## src/rtl/parking_slot_counter_if.sv

```systemverilog
// Button and display-value bundle for parking_slot_counter.
//   Entry_n, Exit_n : raw active-low push-buttons (asynchronous, bouncy)
//   Occ, Liv        : occupied / free slot digits
//   Full, Empty     : occupancy flags
//   Err             : one-cycle pulse on a rejected press
interface parking_slot_counter_if;
  logic       Entry_n;
  logic       Exit_n;
  logic [3:0] Occ;
  logic [3:0] Liv;
  logic       Full;
  logic       Empty;
  logic       Err;

  // Counter side: consumes buttons, produces display values.
  modport slave (
    input  Entry_n, Exit_n,
    output Occ, Liv, Full, Empty, Err
  );

  // Board/display side: drives buttons, observes values.
  modport master (
    output Entry_n, Exit_n,
    input  Occ, Liv, Full, Empty, Err
  );
endinterface

```

## src/rtl/parking_slot_counter.sv

```systemverilog
// Occupancy counter for a small car park. Each raw button is synchronised,
// debounced, and turned into a single press event; the count saturates at
// 0 and CAPACITY and flags rejected presses with a one-cycle Err pulse.
//   Clk   : system clock, rising edge
//   Rst_n : asynchronous active-low reset
//   bus   : buttons in, Occ/Liv/Full/Empty/Err out (all registered)
module parking_slot_counter #(
  parameter int unsigned CAPACITY   = 9,
  parameter int unsigned DEB_CYCLES = 500000
) (
  input  logic                  Clk,
  input  logic                  Rst_n,
  parking_slot_counter_if.slave bus
);

  localparam int unsigned CNT_W   = $clog2(DEB_CYCLES);
  localparam logic [CNT_W-1:0] CNT_MAX = CNT_W'(DEB_CYCLES - 1);
  localparam logic [3:0]       CAP     = 4'(CAPACITY);

  // Index 0 = entry button, index 1 = exit button.
  logic [1:0]            raw;
  logic [1:0]            sync1;
  logic [1:0]            sync2;
  logic [1:0]            stable;
  logic [1:0]            stable_nxt;
  logic [1:0]            stable_d1;
  logic [1:0][CNT_W-1:0] cnt;
  logic [1:0][CNT_W-1:0] cnt_nxt;
  logic [1:0]            press;

  logic [3:0] occ;
  logic [3:0] occ_nxt;
  logic [3:0] liv;
  logic       full;
  logic       empty;
  logic       err;
  logic       err_nxt;

  assign raw = {bus.Exit_n, bus.Entry_n};

  // Debounce: count consecutive mismatching cycles, accept the new level
  // on the edge where the count has reached DEB_CYCLES-1.
  always_comb begin
    stable_nxt = stable;
    cnt_nxt    = cnt;
    for (int i = 0; i < 2; i++) begin
      if (sync2[i] == stable[i]) begin
        cnt_nxt[i] = '0;
      end else if (cnt[i] == CNT_MAX) begin
        stable_nxt[i] = sync2[i];
        cnt_nxt[i]    = '0;
      end else begin
        cnt_nxt[i] = cnt[i] + CNT_W'(1);
      end
    end
  end

  always_ff @(posedge Clk or negedge Rst_n) begin
    if (!Rst_n) begin
      sync1     <= '1;
      sync2     <= '1;
      stable    <= '1;
      stable_d1 <= '1;
      cnt       <= '0;
    end else begin
      sync1     <= raw;
      sync2     <= sync1;
      stable    <= stable_nxt;
      stable_d1 <= stable;
      cnt       <= cnt_nxt;
    end
  end

  // A press is the falling edge of the debounced level; releases are ignored.
  assign press = stable_d1 & ~stable;

  // Saturating count update; simultaneous entry+exit cancel without error.
  always_comb begin
    occ_nxt = occ;
    err_nxt = 1'b0;
    unique case (press)
      2'b01: begin
        if (occ < CAP) occ_nxt = occ + 4'd1;
        else           err_nxt = 1'b1;
      end
      2'b10: begin
        if (occ != 4'd0) occ_nxt = occ - 4'd1;
        else             err_nxt = 1'b1;
      end
      default: ;
    endcase
  end

  // Derived flags are registered from occ_nxt so they move with Occ.
  always_ff @(posedge Clk or negedge Rst_n) begin
    if (!Rst_n) begin
      occ   <= 4'd0;
      liv   <= CAP;
      full  <= 1'b0;
      empty <= 1'b1;
      err   <= 1'b0;
    end else begin
      occ   <= occ_nxt;
      liv   <= CAP - occ_nxt;
      full  <= (occ_nxt == CAP);
      empty <= (occ_nxt == 4'd0);
      err   <= err_nxt;
    end
  end

  assign bus.Occ   = occ;
  assign bus.Liv   = liv;
  assign bus.Full  = full;
  assign bus.Empty = empty;
  assign bus.Err   = err;

endmodule

```

## src/flat_wrapper.sv

```systemverilog
// flat-port wrapper written by rule: the top's interface ports become plain ports
module parking_slot_counter_flat 
#(
  parameter int unsigned CAPACITY   = 9,
  parameter int unsigned DEB_CYCLES = 500000
)
  (Clk, Rst_n, bus_Entry_n, bus_Exit_n, bus_Occ, bus_Liv, bus_Full, bus_Empty, bus_Err);
  parking_slot_counter_if bus_i ();
  input  logic Clk;
  input  logic Rst_n;
  input wire logic [$bits(bus_i.Entry_n)-1:0] bus_Entry_n;
  input wire logic [$bits(bus_i.Exit_n)-1:0] bus_Exit_n;
  output wire logic [$bits(bus_i.Occ)-1:0] bus_Occ;
  output wire logic [$bits(bus_i.Liv)-1:0] bus_Liv;
  output wire logic [$bits(bus_i.Full)-1:0] bus_Full;
  output wire logic [$bits(bus_i.Empty)-1:0] bus_Empty;
  output wire logic [$bits(bus_i.Err)-1:0] bus_Err;
  assign bus_i.Entry_n = bus_Entry_n;
  assign bus_i.Exit_n = bus_Exit_n;
  assign bus_Occ = bus_i.Occ;
  assign bus_Liv = bus_i.Liv;
  assign bus_Full = bus_i.Full;
  assign bus_Empty = bus_i.Empty;
  assign bus_Err = bus_i.Err;
  parking_slot_counter #(.CAPACITY(CAPACITY), .DEB_CYCLES(DEB_CYCLES)) u_core (.Clk(Clk), .Rst_n(Rst_n), .bus(bus_i));
endmodule
```

## config.mk

```make
export PLATFORM = sky130hd
export DESIGN_NAME = parking_slot_counter_flat
export DESIGN_NICKNAME = d
export VERILOG_FILES = /design/src/rtl/parking_slot_counter_if.sv /design/src/rtl/parking_slot_counter.sv /design/src/flat_wrapper.sv
export SDC_FILE = /design/constraint.sdc
export NUM_CORES = 1
export LEC_CHECK = 0
export ABC_AREA = 1
export CAP_MARGIN = 20
export CORE_UTILIZATION = 30
export DETAILED_ROUTE_END_ITERATION = 10
export PLACE_DENSITY = 0.49
export SLEW_MARGIN = 20
export SYNTH_ARGS = -nofsm -noshare
export SYNTH_HDL_FRONTEND = slang
export SYNTH_SLANG_ARGS = --single-unit
```

## constraint.sdc

```tcl
create_clock -name Clk -period 2.15 [get_ports Clk]
set_input_delay 0.215 -clock Clk [delete_from_list [all_inputs] [get_ports Clk]]
set_output_delay 0.215 -clock Clk [all_outputs]
set_load 0.1 [all_outputs]
```

==> flow_metrics.env, run 1 <==
export IMPL_run_status="completed"
export IMPL_starting_utilization_of_the_core_area_pct=31.39
export IMPL_cpMaxStageDelayCell="sky130_fd_sc_hd__dfstp_2"
export IMPL_tritoncts="yes"
export IMPL_regToRegSetupSlack_ns=0.28
export IMPL_clock_group_share_of_total_power_pct=34.1
export IMPL_netlist_area_um2=3110
export IMPL_top_level_ports=15
export IMPL_resized_after_cts=0
export IMPL_max_cap_violations=0
export IMPL_cts_htree_levels=2
export IMPL_syn_mean_instance_area_um2=7.757
export IMPL_route_final_wire_length_um=6661
export IMPL_rsz0062_at_grt="no"
export IMPL_finalWorstSetupSlack_ns=0.2833
export IMPL_detailed_placement_hpwl_um=5061
export IMPL_kind_of_path_behind_the_tightest_hold_check="in2reg"
export IMPL_critical_path_peak_fanout=6
export IMPL_dieHeight_um=103.8
export IMPL_setup_viol=0
export IMPL_timing_max_transition_violations_final=0
export IMPL_criticalPathCategory="reg2reg"
export IMPL_achievable_freq_mhz=535.7
export IMPL_power_switching_fraction_pct=24.08
export IMPL_skew_ns=0.01193
export IMPL_timing_critical_path_required_ns=2.41
export IMPL_seq_area_frac_synth_pct=45.49
export IMPL_layout_area_overhead_vs_synth_pct=11.75
export IMPL_worst_setup_path_startpoint="u_core.stable_d1[0]"
export IMPL_critical_path_endpoint_type="flip-flop"
export IMPL_combinationalPowerShare_pct=3.8
export IMPL_max_slew_margin_pct=70.67
export IMPL_post_route_period_util_pct=86.83
export IMPL_cp_endpoint="u_core.bus.Empty"
export IMPL_crit_top_cell="sky130_fd_sc_hd__inv_1"
export IMPL_num_nets_final=429
export IMPL_numCtsBuffers=5
export IMPL_io_buffers=14
export IMPL_routabilityCongestion=0.8577
export IMPL_total_number_of_vias=2481
export IMPL_post_layout_total_power_uw=1741
export IMPL_pwr_density_cell_nw_per_um2=501.0
export IMPL_total_switching_power_uw=419.3
export IMPL_row_count=36
export IMPL_crit_path_start_kind="flip-flop"
export IMPL_final_hold_viol_count=0
export IMPL_critical_path_arrival_ns=2.13
export IMPL_postCtsSetupBuffers=0
export IMPL_cellInternalPower_uw=1322
export IMPL_syn_nets=411
export IMPL_cts_root_buf="sky130_fd_sc_hd__clkbuf_8"
export IMPL_routed_wire_length_per_instance_um=12.05
export IMPL_critical_path_reg2reg_endpoint="u_core.bus.Empty"
export IMPL_design_core_area_um2=9910
export IMPL_grt_antenna_before_repair=0
export IMPL_worst_ir_drop_vdd_uv=210.6
export IMPL_groute_usage_overall_pct=13.33
export IMPL_drt_initial_drc_count=91
export IMPL_number_of_antenna_repair_diodes=0
export IMPL_insertion_delay_ns=0.32
export IMPL_drt_vias_per_instance=4.486
export IMPL_timing_setup_tns_ns=0
export IMPL_critical_path_max_stage_delay_ns=0.53
export IMPL_drtPass1Iterations=5
export IMPL_yosysWarningCount=0
export IMPL_dp_cells=544
export IMPL_wire_length_of_the_first_global_routing_pass_um=11560
export IMPL_drive_above_1_share_pct=14.29
export IMPL_number_of_standard_cells_in_the_final_layout_excluding_fillers=553
export IMPL_cp_cell_sequence="inv_1 > nor2_1 > inv_1 > ha_1 > inv_1 > nand3_1 > nand2_1 > nand2_2 > nor2_4 > inv_2 > nor2_1"
export IMPL_post_place_ws_ns=0.2917
export IMPL_final_period_minus_worst_setup_slack_ns=1.867
export IMPL_postSynthRegisterBits=56
export IMPL_die_x_um=103.8
export IMPL_r2r_cells=11
export IMPL_hold_buffers=1
export IMPL_max_slew_worst_pin_slew_ns=0.4394
export IMPL_synth_lib_cells_used_distinct=30
export IMPL_cts_clk_pin_slew_worst_paths_ns=0.11
export IMPL_grt_pass1_vias=2494
export IMPL_sink_count=56
export IMPL_postRouteAntennaNets=0
export IMPL_syn_instance_count=401
export IMPL_drt_drc_violations_left=0
export IMPL_clock_path_buffers=2
export IMPL_worst_r2r_startpoint="u_core.stable_d1[0]"
export IMPL_total_leakage_power_uw=0.001452
export IMPL_pin_count_of_the_biggest_net_entering_global_routing=26
export IMPL_area_of_the_die_um2=10780
export IMPL_seqPwrFrac_pct=62.1
export IMPL_grt_ovfl_total=0
==> worst min path at each step <==
stage / from / to / cells after the start
2_1_floorplan: Rst_n / u_core.bus.Err / 0
3_3_place_gp: Rst_n / u_core.cnt[21] / 1
3_5_place_dp: Rst_n / u_core.cnt[21] / 1
4_1_cts: bus_Entry_n / u_core.sync1[0] / 1
5_1_grt: bus_Entry_n / u_core.sync1[0] / 1
6_report: bus_Entry_n / u_core.sync1[0] / 1
==> cell usage after synthesis <==
cell type / n / area share (%)
sky130_fd_sc_hd__inv_1: 41 / 4.9
sky130_fd_sc_hd__nor3b_2: 1 / 0.40
sky130_fd_sc_hd__dfrtp_1: 45 / 36
sky130_fd_sc_hd__nand4_1: 17 / 3.4
sky130_fd_sc_hd__a21oi_1: 6 / 0.97
sky130_fd_sc_hd__o21bai_2: 1 / 0.36
sky130_fd_sc_hd__nand3b_1: 3 / 0.72
sky130_fd_sc_hd__inv_2: 5 / 0.60
sky130_fd_sc_hd__xnor2_1: 1 / 0.28
sky130_fd_sc_hd__o21ai_0: 3 / 0.48
sky130_fd_sc_hd__nor2_1: 83 / 10
sky130_fd_sc_hd__o21a_1: 2 / 0.48
sky130_fd_sc_hd__buf_4: 1 / 0.24
sky130_fd_sc_hd__dfstp_2: 11 / 9.3
sky130_fd_sc_hd__nand3_1: 30 / 4.8
sky130_fd_sc_hd__buf_6: 1 / 0.36
sky130_fd_sc_hd__clkbuf_1: 2 / 0.24
sky130_fd_sc_hd__o21ai_1: 1 / 0.16
sky130_fd_sc_hd__nand2_2: 9 / 1.8
sky130_fd_sc_hd__nor3_1: 6 / 0.97
sky130_fd_sc_hd__ha_1: 6 / 2.4
sky130_fd_sc_hd__nand2_1: 87 / 10
sky130_fd_sc_hd__buf_2: 2 / 0.32
sky130_fd_sc_hd__nor2_2: 6 / 1.2
sky130_fd_sc_hd__or2_1: 2 / 0.40
sky130_fd_sc_hd__nor2_4: 4 / 1.4
sky130_fd_sc_hd__o21bai_1: 1 / 0.24
sky130_fd_sc_hd__nand3_2: 1 / 0.32
sky130_fd_sc_hd__nor3b_1: 3 / 0.72
sky130_fd_sc_hd__xor2_1: 20 / 5.6
==> per-layer routing <==
metal	track usage, %	wire (µm)
met5	0	0
met4	5.204	151
met3	2.706	231
met2	20.48	2877
met1	18.36	3400
==> through the flow <==
| step | utilization [%] | hold WS (ns) | area, µm² |
|---|---|---|---|
| after floorplan | - | -0.08059 | 3112 |
| after global placement | 34.08 | 0.1696 | 3377 |
| after detailed placement | 34.08 | 0.1798 | 3377 |
| after CTS | 35.08 | 0.2862 | 3476 |
| after global routing | 35.08 | 0.2846 | 3476 |
| final | 35.08 | 0.2945 | 3476 |
==> power groups by stage <==
stage / Clock, µW / Combinational, µW / Sequential (µW)
2_1_floorplan: 0 / 27.3 / 1100
3_3_place_gp: 0 / 66.4 / 1100
3_5_place_dp: 0 / 68.5 / 1100
4_1_cts: 627 / 70.0 / 1080
5_1_grt: 667 / 77.4 / 1090
6_report: 594 / 65.7 / 1080
==> worst max-delay path, delay by kind of cell, from the launching register on <==
| kind | cells | cell delay, ns |
|---|---|---|
| buf+inv | 4 | 0.30 |
| flops | 1 | 0.53 |
| fa+ha+maj | 1 | 0.33 |
| simple gates | 6 | 0.65 |
==> flip-flops by register name, summed over array words and instances (netlist names) <==
signal	flops
u_core.sync2	2
u_core.cnt	38
u_core.bus.Full	1
u_core.bus.Empty	1
u_core.bus.Err	1
u_core.sync1	2
u_core.stable_d1	2
u_core.bus.Liv	3
u_core.stable	2
u_core.bus.Occ	4
==> kinds of logic (layout without fill, tap and decap cells) <==
| logic type | count (synthesis) | after routing | share of synthesized area [%] |
|---|---|---|---|
| AOI/OAI and AO/OA | 14 | 14 | 2.695 |
| xor gates and xnor gates | 21 | 21 | 5.913 |
| adders and majority gates | 6 | 6 | 2.413 |
| buffers and inverters | 52 | 71 | 6.718 |
| DFF | 56 | 56 | 45.49 |
| and+or+nand+nor | 252 | 252 | 36.77 |
==> layout by cell type (no fill, tap or decap), types with 2 or more instances in the layout <==
master	n
sky130_fd_sc_hd__a21oi_1	6
sky130_fd_sc_hd__buf_4	12
sky130_fd_sc_hd__clkbuf_8	5
sky130_fd_sc_hd__clkdlybuf4s50_1	2
sky130_fd_sc_hd__dfrtp_1	44
sky130_fd_sc_hd__dfstp_2	11
sky130_fd_sc_hd__ha_1	6
sky130_fd_sc_hd__inv_1	41
sky130_fd_sc_hd__inv_2	5
sky130_fd_sc_hd__nand2_1	87
sky130_fd_sc_hd__nand2_2	9
sky130_fd_sc_hd__nand3_1	30
sky130_fd_sc_hd__nand3b_1	3
sky130_fd_sc_hd__nand4_1	17
sky130_fd_sc_hd__nor2_1	83
sky130_fd_sc_hd__nor2_2	6
sky130_fd_sc_hd__nor2_4	4
sky130_fd_sc_hd__nor3_1	6
sky130_fd_sc_hd__nor3b_1	3
sky130_fd_sc_hd__o21a_1	2
sky130_fd_sc_hd__o21ai_0	3
sky130_fd_sc_hd__or2_1	2
sky130_fd_sc_hd__xor2_1	20
==> layout make-up <==
cell class | count | area (µm²)
Multi-Input combinational cell | 293 | 1486
Clock buffer | 6 | 72.57
Clock inverter | 2 | 16.27
Sequential cell | 56 | 1416
Inverter | 46 | 172.7
Fill cell | 1060 | 6434
Tap cell | 133 | 166.4
Timing Repair Buffer | 17 | 145.1
No activity file was read; power rests on OpenSTA's default activity.
==> inputs of run 2 (changes only) <==
Settings changed: CORE_UTILIZATION 30 to 60, PLACE_DENSITY 0.49 to 0.87.
==> flow_metrics.env, run 2 (synthesis results as in run 1) <==
export IMPL_run_status="completed"
export IMPL_timing_max_transition_violations_final=0
export IMPL_layout_area_overhead_vs_synth_pct=9.332
export IMPL_routabilityCongestion=0.9324
export IMPL_cp_cell_sequence="inv_1 > nor2_1 > inv_1 > ha_1 > inv_1 > nand3_1 > nand2_1 > nand2_2 > nor2_4 > nand2_1 > nand2_1"
export IMPL_timing_critical_path_required_ns=2.41
export IMPL_drt_vias_per_instance=5.233
export IMPL_critical_path_arrival_ns=2.16
export IMPL_hold_buffers=0
export IMPL_path_depth=11
export IMPL_design_core_area_um2=4848
export IMPL_row_count=25
export IMPL_cts_htree_levels=2
export IMPL_number_of_antenna_repair_diodes=0
export IMPL_drive_above_1_share_pct=14.35
export IMPL_count_of_filler_cells_inserted_in_the_layout=377
export IMPL_numCtsBuffers=5
export IMPL_resized_after_cts=0
export IMPL_total_switching_power_uw=396.7
export IMPL_fin_worst_hold_slack_ns=0.00009676
export IMPL_cts_clk_pin_slew_worst_paths_ns=0.10
export IMPL_route_final_wire_length_um=5927
export IMPL_top_level_ports=15
export IMPL_groute_usage_overall_pct=24.81
export IMPL_regToRegSetupSlack_ns=0.25
export IMPL_grt_antenna_before_repair=0
export IMPL_mostFrequentLayoutCells="87 x sky130_fd_sc_hd__nand2_1, 83 x sky130_fd_sc_hd__nor2_1, 44 x sky130_fd_sc_hd__dfrtp_1"
export IMPL_max_slew_margin_pct=56.11
export IMPL_worst_setup_path_startpoint="u_core.stable_d1[0]"
export IMPL_worst_ir_drop_vdd_uv=444.5
export IMPL_combinationalPowerShare_pct=3.0
export IMPL_drt_initial_drc_count=180
export IMPL_detailed_placement_hpwl_um=4338
export IMPL_grt_ovfl_total=0
export IMPL_cpMaxStageDelayCell="sky130_fd_sc_hd__dfstp_2"
export IMPL_timing_setup_tns_ns=0
export IMPL_routed_wire_length_per_instance_um=12.22
export IMPL_grt_pass1_vias=2367
export IMPL_pwr_density_cell_nw_per_um2=556.4
export IMPL_critical_path_endpoint_type="flip-flop"
export IMPL_starting_utilization_of_the_core_area_pct=64.15
export IMPL_num_nets_final=427
export IMPL_critical_path_reg2reg_endpoint="u_core.bus.Liv[3]"
export IMPL_max_cap_violations=0
export IMPL_critical_path_max_stage_delay_ns=0.53
export IMPL_drt_drc_violations_left=0
export IMPL_area_of_the_die_um2=5476
export IMPL_cp_endpoint="u_core.bus.Liv[3]"
export IMPL_final_hold_viol_count=0
export IMPL_criticalPathCategory="reg2reg"
export IMPL_skew_ns=0.01109
export IMPL_wire_length_of_the_first_global_routing_pass_um=10300
export IMPL_crit_path_start_kind="flip-flop"
export IMPL_registers_top_by_ff_count="u_core.cnt"
export IMPL_cellInternalPower_uw=1495
export IMPL_postCtsSetupBuffers=0
export IMPL_tritoncts="yes"
export IMPL_r2r_cells=11
export IMPL_commonest_non_fill_non_tap_cell_in_the_layout="sky130_fd_sc_hd__nand2_1"
export IMPL_clock_path_buffers=2
export IMPL_die_x_um=74
export IMPL_io_buffers=14
export IMPL_rsz0062_at_grt="no"
export IMPL_final_period_minus_worst_setup_slack_ns=1.902
export IMPL_critical_path_peak_fanout=6
export IMPL_total_leakage_power_uw=0.001461
export IMPL_path_delay_family="simple AND/OR/NAND/NOR gates"
export IMPL_clock_group_share_of_total_power_pct=39.8
export IMPL_setup_viol=0
export IMPL_dieHeight_um=74
export IMPL_power_switching_fraction_pct=20.97
export IMPL_cts_root_buf="sky130_fd_sc_hd__clkbuf_8"
export IMPL_crit_buf_inv=3
export IMPL_seqPwrFrac_pct=57.2
export IMPL_worst_r2r_startpoint="u_core.stable_d1[0]"
export IMPL_total_number_of_vias=2538
export IMPL_postRouteAntennaNets=0
export IMPL_sink_count=56
export IMPL_achievable_freq_mhz=525.8
export IMPL_kind_of_path_behind_the_tightest_hold_check="in2async"
export IMPL_largest_register_ffs=38
export IMPL_max_slew_worst_pin_slew_ns=0.6583
export IMPL_post_route_period_util_pct=88.45
export IMPL_drtPass1Iterations=5
export IMPL_insertion_delay_ns=0.32
export IMPL_pin_count_of_the_biggest_net_entering_global_routing=57
-- run 2: layout make-up --
cell class / count / area, µm² / area share (%)
well taps: 67 / 83.83 / 2.465
clock buffers: 7 / 96.34 / 2.833
multi-input cells: 293 / 1486 / 43.71
inverters: 46 / 172.7 / 5.077
flip-flops and latches: 56 / 1416 / 41.65
clock inverters: 1 / 30.03 / 0.8830
repair buffers: 15 / 115.1 / 3.385
-- run 2: stage by stage --
stage	instances	total power [µW]	area, µm²	util [%]	setup WS (ns)
after CTS	485	1905	3401	70.14	0.2518
final	485	1892	3401	70.14	0.2482
after global placement	477	1159	3274	67.54	0.3804
after detailed placement	477	1162	3274	67.54	0.2775
after global routing	485	1952	3401	70.14	0.1051
after floorplan	401	1127	3112	-	0.07061
-- run 2: power by group through the flow --
| stage | clock (µW) | sequential (µW) | combinational [µW] |
|---|---|---|---|
| 3_5_place_dp | 0 | 1100 | 59.7 |
| 2_1_floorplan | 0 | 1100 | 27.3 |
| 5_1_grt | 799 | 1080 | 68.9 |
| 3_3_place_gp | 0 | 1100 | 58.3 |
| 6_report | 753 | 1080 | 57.7 |
| 4_1_cts | 763 | 1080 | 60.0 |
-- run 2: worst register-to-register path, stage by stage (launching register included) --
cell	delay, ns
sky130_fd_sc_hd__dfstp_2	0.53
sky130_fd_sc_hd__inv_1	0.03
sky130_fd_sc_hd__nor2_1	0.12
sky130_fd_sc_hd__inv_1	0.06
sky130_fd_sc_hd__ha_1	0.34
sky130_fd_sc_hd__inv_1	0.18
sky130_fd_sc_hd__nand3_1	0.13
sky130_fd_sc_hd__nand2_1	0.10
sky130_fd_sc_hd__nand2_2	0.10
sky130_fd_sc_hd__nor2_4	0.13
sky130_fd_sc_hd__nand2_1	0.06
sky130_fd_sc_hd__nand2_1	0.08
-- run 2: routing by layer --
layer	up-vias	GRT usage [%]	part of all wire, %
li1	1295	-	-
met1	1160	35.08	50
met2	71	37.98	43
met3	12	5.556	5.0
met4	0	8.333	2.0
met5	-	0	0
-- run 2: how the worst min path moves through the flow --
stage               slack [ns]              end             from  depth (start not counted)
floorplan                -0.08   u_core.bus.Err            Rst_n                          0
global placement          0.35  u_core.sync2[0]  u_core.sync1[0]                          0
detailed placement        0.35  u_core.sync2[1]  u_core.sync1[1]                          0
CTS                       0.03   u_core.cnt[16]            Rst_n                          2
global route              0.06   u_core.cnt[13]            Rst_n                          2
finish                  0.0001   u_core.cnt[18]            Rst_n                          2
==> inputs of run 3 (changes only) <==
Settings changed: DONT_BUFFER_PORTS set to 1, PLACE_DENSITY 0.87 to 0.84.
==> flow_metrics.env, run 3 (synthesis results as in run 1) <==
export IMPL_routed_wire_length_per_instance_um=13.09
export IMPL_row_count=25
export IMPL_area_of_the_die_um2=5476
export IMPL_final_period_minus_worst_setup_slack_ns=1.902
export IMPL_seqPwrFrac_pct=61.9
export IMPL_layout_area_overhead_vs_synth_pct=8.286
export IMPL_cp_cell_sequence="inv_1 > nor2_1 > inv_1 > ha_1 > inv_1 > nand3_1 > nand2_1 > nand2_2 > nor2_4 > inv_2 > nor2_1"
export IMPL_critical_path_max_stage_delay_ns=0.52
export IMPL_run_status="completed"
export IMPL_resized_after_cts=0
export IMPL_timing_max_transition_violations_final=0
export IMPL_achievable_freq_mhz=525.6
export IMPL_crit_top_cell="sky130_fd_sc_hd__inv_1"
export IMPL_io_buffers=0
export IMPL_drt_vias_per_instance=5.418
export IMPL_skew_ns=0.009085
export IMPL_timing_setup_tns_ns=0
export IMPL_drt_initial_drc_count=228
export IMPL_postPlaceCellArea_um2=3213
export IMPL_pin_count_of_the_biggest_net_entering_global_routing=57
export IMPL_criticalPathCategory="reg2reg"
export IMPL_design_core_area_um2=4848
export IMPL_groute_usage_overall_pct=25.60
export IMPL_grt_ovfl_total=0
export IMPL_drive_above_1_share_pct=13.53
export IMPL_regToRegSetupSlack_ns=0.25
export IMPL_num_nets_final=423
export IMPL_post_route_period_util_pct=88.49
export IMPL_cpMaxStageDelayCell="sky130_fd_sc_hd__dfstp_2"
export IMPL_setup_viol=0
export IMPL_post_route_cell_area_um2=3368
export IMPL_rsz0062_at_grt="no"
export IMPL_starting_utilization_of_the_core_area_pct=64.15
export IMPL_detailed_placement_hpwl_um=4543
export IMPL_hold_buffers=4
export IMPL_total_leakage_power_uw=0.001429
export IMPL_cts_htree_levels=2
export IMPL_power_switching_fraction_pct=22.86
export IMPL_largest_register_ffs=38
export IMPL_wire_length_of_the_first_global_routing_pass_um=10620
export IMPL_critical_path_peak_fanout=6
export IMPL_drtPass1Iterations=6
export IMPL_combinationalPowerShare_pct=3.6
export IMPL_number_of_antenna_repair_diodes=0
export IMPL_max_cap_violations=0
export IMPL_path_delay_family="simple AND/OR/NAND/NOR gates"
export IMPL_clock_path_buffers=2
export IMPL_worst_ir_drop_vdd_uv=497.6
export IMPL_die_x_um=74
export IMPL_timing_critical_path_required_ns=2.40
export IMPL_mostFrequentLayoutCells="87 x sky130_fd_sc_hd__nand2_1, 83 x sky130_fd_sc_hd__nor2_1, 43 x sky130_fd_sc_hd__dfrtp_1"
export IMPL_routabilityCongestion=0.9796
export IMPL_max_slew_worst_pin_slew_ns=0.5449
export IMPL_postRouteAntennaNets=0
export IMPL_registers_top_by_ff_count="u_core.cnt"
export IMPL_top_level_ports=15
export IMPL_crit_buf_inv=4
export IMPL_insertion_delay_ns=0.31
export IMPL_pwr_density_cell_nw_per_um2=519.3
export IMPL_critical_path_endpoint_type="flip-flop"
export IMPL_tritoncts="yes"
export IMPL_final_hold_viol_count=0
export IMPL_numCtsBuffers=5
export IMPL_commonest_non_fill_non_tap_cell_in_the_layout="sky130_fd_sc_hd__nand2_1"
export IMPL_grt_pass1_vias=2436
export IMPL_drt_drc_violations_left=0
export IMPL_grt_antenna_before_repair=0
export IMPL_dieHeight_um=74
export IMPL_postCtsSetupBuffers=0
export IMPL_kind_of_path_behind_the_tightest_hold_check="reg2reg"
export IMPL_critical_path_arrival_ns=2.15
export IMPL_sink_count=56
export IMPL_total_switching_power_uw=399.9
export IMPL_route_final_wire_length_um=6296
export IMPL_max_slew_margin_pct=63.97
export IMPL_cellInternalPower_uw=1349
export IMPL_clock_group_share_of_total_power_pct=34.5
export IMPL_crit_path_start_kind="flip-flop"
export IMPL_cts_clk_pin_slew_worst_paths_ns=0.10
export IMPL_cts_root_buf="sky130_fd_sc_hd__clkbuf_8"
export IMPL_total_number_of_vias=2606
run 3: cell type report:
type                       instances  area (µm²)
inverter                          46       172.7
fill                             392        1480
sequential                        56        1418
clock buffer                       6       82.58
clock inverter                     2       15.01
multi-input combinational        293        1486
timing repair buffer              11       110.1
tap                               67       83.83
run 3: stage by stage:
stage	power (µW)	hold WS (ns)	utilization, %	instances	setup WS (ns)
after global routing	1805	0.3690	69.47	481	0.08390
after global placement	1134	-0.07941	66.27	469	0.3809
final	1749	0.3619	69.47	481	0.2475
after detailed placement	1137	-0.07953	66.27	469	0.2909
after floorplan	1127	-0.08059	-	401	0.07061
after CTS	1767	0.3630	69.47	481	0.2656
run 3: power groups by stage:
stage	combinational, µW	clock (µW)	sequential, µW
floorplan	27.3	0	1100
global placement	32.8	0	1100
detailed placement	33.8	0	1100
CTS	65.5	619	1080
global route	73.8	647	1080
finish	63.2	603	1080
run 3: worst paths after layout:
kind | start | to | cells after the start
worst min register to register | u_core.sync1[1] | u_core.sync2[1] | 0
max in group asynchronous | Rst_n | u_core.sync1[0] | 2
worst max register to register | u_core.stable_d1[0] | u_core.bus.Empty | 11
worst max-delay path | u_core.stable_d1[0] | u_core.bus.Empty | 11
worst min-delay path | u_core.sync1[1] | u_core.sync2[1] | 0
min in group asynchronous | Rst_n | u_core.cnt[15] | 2
run 3: routing by layer:
metal  share of wire (%)  up-vias  track usage (%)
li1                    -     1284                -
met1                  46     1210            35.20
met2                  46      101            41.11
met3                 6.9       11            5.556
met4                 1.3        0            7.265
met5                   0        -                0
